--- config.mk ---
export PLATFORM = sky130hd
export DESIGN_NAME = sdp_rdma_atom_split
export DESIGN_NICKNAME = d
export VERILOG_FILES = /design/src/rtl/sdp_rdma_atom_split.sv
export SDC_FILE = /design/constraint.sdc
export NUM_CORES = 2
export LEC_CHECK = 0
export ABC_AREA = 1
export BUFFER_PORTS_ARGS = -buffer_cell sky130_fd_sc_hd__buf_2
export CAP_MARGIN = 20
export CORE_AREA = 2 2 509 511
export CTS_CLUSTER_SIZE = 25
export DETAILED_ROUTE_END_ITERATION = 7
export DIE_AREA = 0 0 511 513
export SKIP_CTS_REPAIR_TIMING = 1
export SYNTH_ARGS = -nofsm -noshare
export SYNTH_HDL_FRONTEND = slang
export SYNTH_SLANG_ARGS = --single-unit
--- constraint.sdc ---
create_clock -name nvdla_core_clk -period 2.9 [get_ports nvdla_core_clk]
set_input_delay 0.29 -clock nvdla_core_clk [delete_from_list [all_inputs] [get_ports nvdla_core_clk]]
set_output_delay 0.29 -clock nvdla_core_clk [all_outputs]
set_load 0.05 [all_outputs]
--- src/rtl/sdp_rdma_atom_split.sv ---
// Splits packed SDP RDMA words (up to 4 atoms plus a valid mask) into a one-atom-per-cycle stream.
// Counts atoms against the layer size, marks the final atom and pulses layer_done after it.
module sdp_rdma_atom_split #(
   parameter int AM_DW = 256,
   parameter int CNT_W = 14
) (
   input  logic                 nvdla_core_clk,
   input  logic                 nvdla_core_rstn,
   input  logic                 op_en,
   input  logic [CNT_W-1:0]     cfg_atom_num_m1,
   input  logic                 in_pvld,
   output logic                 in_prdy,
   input  logic [4*AM_DW+3:0]   in_data,
   output logic                 out_pvld,
   input  logic                 out_prdy,
   output logic [AM_DW-1:0]     out_data,
   output logic                 out_word_last,
   output logic                 out_layer_end,
   output logic                 layer_done,
   output logic                 err_mask,
   output logic                 err_ovf
);

   typedef enum logic {IDLE, RUN} state_t;

   state_t              state;
   state_t              state_nxt;
   logic [CNT_W-1:0]    cfg;
   logic [CNT_W-1:0]    atom_cnt;
   logic                hold_vld;
   logic [4*AM_DW-1:0]  hold_data;
   logic [2:0]          hold_n;
   logic [1:0]          idx;
   logic [3:0]          in_mask;
   logic [2:0]          in_n;
   logic                in_acc;
   logic                out_acc;
   logic                end_acc;
   logic                word_last;

   assign in_mask = in_data[4*AM_DW +: 4];

   // Atom count is set by the highest mask bit; holes below it are still emitted.
   always_comb begin
      in_n = 3'd0;
      casez (in_mask)
         4'b1???: in_n = 3'd4;
         4'b01??: in_n = 3'd3;
         4'b001?: in_n = 3'd2;
         4'b0001: in_n = 3'd1;
         default: in_n = 3'd0;
      endcase
   end

   assign word_last     = hold_vld & ({1'b0, idx} == (hold_n - 3'd1));
   assign out_acc       = hold_vld & out_prdy;
   assign end_acc       = out_acc & (atom_cnt == cfg);
   assign in_prdy       = (state == RUN) & (~hold_vld | (out_acc & word_last));
   assign in_acc        = in_pvld & in_prdy;
   assign out_pvld      = hold_vld;
   assign out_word_last = word_last;
   assign out_layer_end = hold_vld & (atom_cnt == cfg);

   always_comb begin
      out_data = hold_data[0 +: AM_DW];
      case (idx)
         2'd1:    out_data = hold_data[AM_DW +: AM_DW];
         2'd2:    out_data = hold_data[2*AM_DW +: AM_DW];
         2'd3:    out_data = hold_data[3*AM_DW +: AM_DW];
         default: out_data = hold_data[0 +: AM_DW];
      endcase
   end

   always_comb begin
      state_nxt = state;
      case (state)
         IDLE:    if (op_en) state_nxt = RUN;
         RUN:     if (end_acc) state_nxt = IDLE;
         default: state_nxt = IDLE;
      endcase
   end

   always_ff @(posedge nvdla_core_clk or negedge nvdla_core_rstn) begin
      if (!nvdla_core_rstn) state <= IDLE;
      else                  state <= state_nxt;
   end

   always_ff @(posedge nvdla_core_clk or negedge nvdla_core_rstn) begin
      if (!nvdla_core_rstn) begin
         cfg        <= '0;
         atom_cnt   <= '0;
         hold_vld   <= 1'b0;
         hold_data  <= '0;
         hold_n     <= 3'd0;
         idx        <= 2'd0;
         layer_done <= 1'b0;
         err_mask   <= 1'b0;
         err_ovf    <= 1'b0;
      end else begin
         layer_done <= end_acc;
         if (state == IDLE) begin
            if (op_en) begin
               cfg      <= cfg_atom_num_m1;
               atom_cnt <= '0;
               err_mask <= 1'b0;
               err_ovf  <= 1'b0;
            end
         end else begin
            if (out_acc) begin
               atom_cnt <= atom_cnt + 1'b1;
               if (!word_last) idx <= idx + 1'b1;
               else            hold_vld <= 1'b0;
            end
            if (in_acc) begin
               if (in_mask != 4'd0) begin
                  hold_vld  <= 1'b1;
                  hold_data <= in_data[4*AM_DW-1:0];
                  hold_n    <= in_n;
                  idx       <= 2'd0;
               end else begin
                  err_mask <= 1'b1;
               end
            end
            // Anything still held or arriving with the end atom is dropped.
            if (end_acc) begin
               hold_vld <= 1'b0;
               idx      <= 2'd0;
               if (!word_last || (in_acc && (in_mask != 4'd0))) err_ovf <= 1'b1;
            end
         end
      end
   end

endmodule

==> results.tsv <==
metric	value	unit
kind of path behind the tightest hold check	primary input to flop	
final hold violations	0	
area fraction of the dominant cell type after synthesis	56.9	%
final slew viol count	0	
synthesis warning total	0	
Clock Latency Late Sink	770	ps
count of distinct cell types in the synthesized netlist	23	
maximum fanout along the worst path	13	
largest net degree at the start of global routing	118	
WL per Instance	22.4	um
count of TritonRoute iterations in the first routing pass	6	
layout overhead on the synthesized area	65.9	%
worst path arrival time	2880	ps
failing checks	negative setup slack	
leading cell types in the layout, fill and taps excluded	3422 x nand2_1, 1129 x buf_2, 1061 x dfrtp_1	
NumNets Final	9275	
via count of the first global-routing pass	44700	
reg-to-reg endpoint	hold_data[540]	
largest cells by area after synthesis	dfrtp_1 57%, nand2_1 28%, a22o_1 4.8%	
overall die height	513	um
residual overflow from global routing	0	
time the final worst path needs with I/O delays and setup	3170	ps
Total Wirelength	263000	um
Pwr Density	1160	nW/um^2
worst reg2reg startpoint	hold_n[0]	
synthesized instance count	5760	
number of placed I/O pins	1310	
period utilisation layout	109	%
Critical Path Sink	out_data[38]	
most common library cell in the layout ignoring fill and taps	nand2_1	
maximum number of buffers from clock root to sink	3	
startpoint of the most critical setup path	idx[0]	
top cell type by total area after synthesis	dfrtp_1	
fraction of layout instances using a drive strength above 1	24.1	%
syn nets	6813	
Core ar.	256000	um^2
register area share after synthesis	56.9	%
DRC violation count after routing	0	
clock tree root driver cell	clkbuf_16	
sort of element at the start of the critical path	flop	
number of H-tree branching levels	4	
post-synthesis register bit count	1062	
final worst slack	-270	ps
antenna violations before repair	113	
floorplan die width	511	um
count of routing violations after the opening detailed-route iteration	5219	
total standard cell area after synthesis	46700	um^2
final weighted congestion in routability-driven placement	0.927	
unrepaired setup endpoints after global routing	true	
worst slack at placement	4.39	ps
Post-Synthesis Mean Instance Area	8.11	um^2
Final Core Density	30.2	%
final count of negative-setup-slack endpoints	242	
critical setup path kind	flop to output port	
final-layout fill cell count	26400	
result of the run	finished, violations left	
total number of vias	51400	
instance area at placement	60500	um^2
Worst EP required	2610	ps
first-pass GRT wire length	336000	um
PortBufs	1309	
cell count after placement	10400	
worst-margin pin slew	683	ps
standard-cell row count	186	
number of sinks handled by clock tree synthesis	1062	
capturing element type of the critical path	output port	
Post-Layout Cell Count	11800	
number of antenna-violating nets in the routed design	0	
register-to-register setup slack	430	ps
post-detailed-route via-to-cell ratio	4.37	
cts bufs inserted	131	
Tot GR Track Use	17.8	%
clock transition at the register clock pins on the worst setup and hold paths after CTS	60	ps
final std cell area, no fill	77500	um^2
worst hold slack after final layout	19.1	ps
HPWL reported at the end of detailed placement	189000	um
peak supply drop	1.07	mV
Worst slew margin	54.4	%
worst reg2reg path depth	11	
TritonCTS clock tree	built	
Static Leak	39.2	nW
Die ar.	262000	um^2
starting density of the core	18.2	%
Max Clk Rate	0.315	GHz
max-capacitance violation count	0	
clock skew after layout	35.7	ps
[worst max-delay path, stage by stage, from the launching register on]
cell	delay, ps
dfrtp_1	410
buf_6	150
ha_4	210
clkbuf_16	210
buf_16	170
a22o_1	220
a21oi_1	280
o21ai_1	220
buf_12	210
[how the worst min path moves through the flow]
| stage | from | to | depth (start not counted) |
|---|---|---|---|
| after floorplan | nvdla_core_rstn | atom_cnt[0] | 0 |
| after global placement | nvdla_core_rstn | hold_data[969] | 1 |
| after detailed placement | nvdla_core_rstn | hold_data[91] | 1 |
| after CTS | nvdla_core_rstn | hold_data[91] | 1 |
| after global routing | in_data[1024] | err_mask | 4 |
| final | in_data[1024] | err_mask | 4 |
[logic make-up (layout without fill, tap and decap cells)]
logic type,Yosys count,count (layout),synth area share (%)
buffers and inverters,408,2971,4.08
other,0,59,0
XOR/XNOR,9,9,0.169
flip-flops,1062,1062,56.9
AND/OR/NAND/NOR,3470,3470,28.0
AO/OA/AOI/OAI,805,805,10.7
adder cells (fa/ha/maj),6,6,0.161
[cell usage after synthesis]
master    instances
a21oi_1         260
a22o_1          256
buf_1             9
buf_2           163
buf_4             1
buf_6            22
clkbuf_1        176
dfrtp_1        1062
ha_1              6
inv_1            35
inv_2             2
nand2_1        3422
nand3_1          16
nand3_2           1
nand4_1           4
nor2_1           21
nor2_4            1
nor3_1            5
o21ai_0         287
o22ai_1           1
o31ai_1           1
xnor2_1           4
xor2_1            5
[report_power, final]
part / total, W / switching (W) / leakage [nW] / internal [W]
logic: 0.0463 / 0.0294 / 23.8 / 0.0169
registers: 0.0264 / 0.00481 / 13.2 / 0.0216
clock network: 0.0173 / 0.00721 / 2.21 / 0.0101
[sequential cells by signal, summed over array words and instances (netlist names)]
signal and cells:
cfg 14, atom_cnt 14, out_pvld 1, layer_done 1, hold_data 1024, err_mask 1
err_ovf 1, idx 2, state 1, hold_n 3
[layout make-up]
| cell class | count | area, um^2 | area share [%] |
|---|---|---|---|
| multi-input combinational | 4290 | 18900 | 24.3 |
| sequential | 1062 | 26600 | 34.3 |
| timing repair buffer | 2700 | 23000 | 29.7 |
| tap | 3384 | 4230 | 5.46 |
| antenna | 59 | 148 | 0.191 |
| inverter | 37 | 149 | 0.192 |
| clock buffer | 182 | 3770 | 4.87 |
| clock inverter | 52 | 712 | 0.919 |
[per-stage QoR]
stage	TNS (ps)	power [W]
floorplan	0	0.0477
global placement	0	0.0677
detailed placement	0	0.0679
CTS	-114720	0.0857
global route	-70860	0.0948
finish	-30380	0.0900
[routing by layer]
metal	global-route usage [%]	part of all wire (%)	vias to the layer above
met5	0	0.12	-
met4	6.00	4.1	50
met3	7.24	11	661
met2	26.2	42	2921
met1	23.3	43	24500
li1	-	-	23300
(Power assumes the default switching activity.)
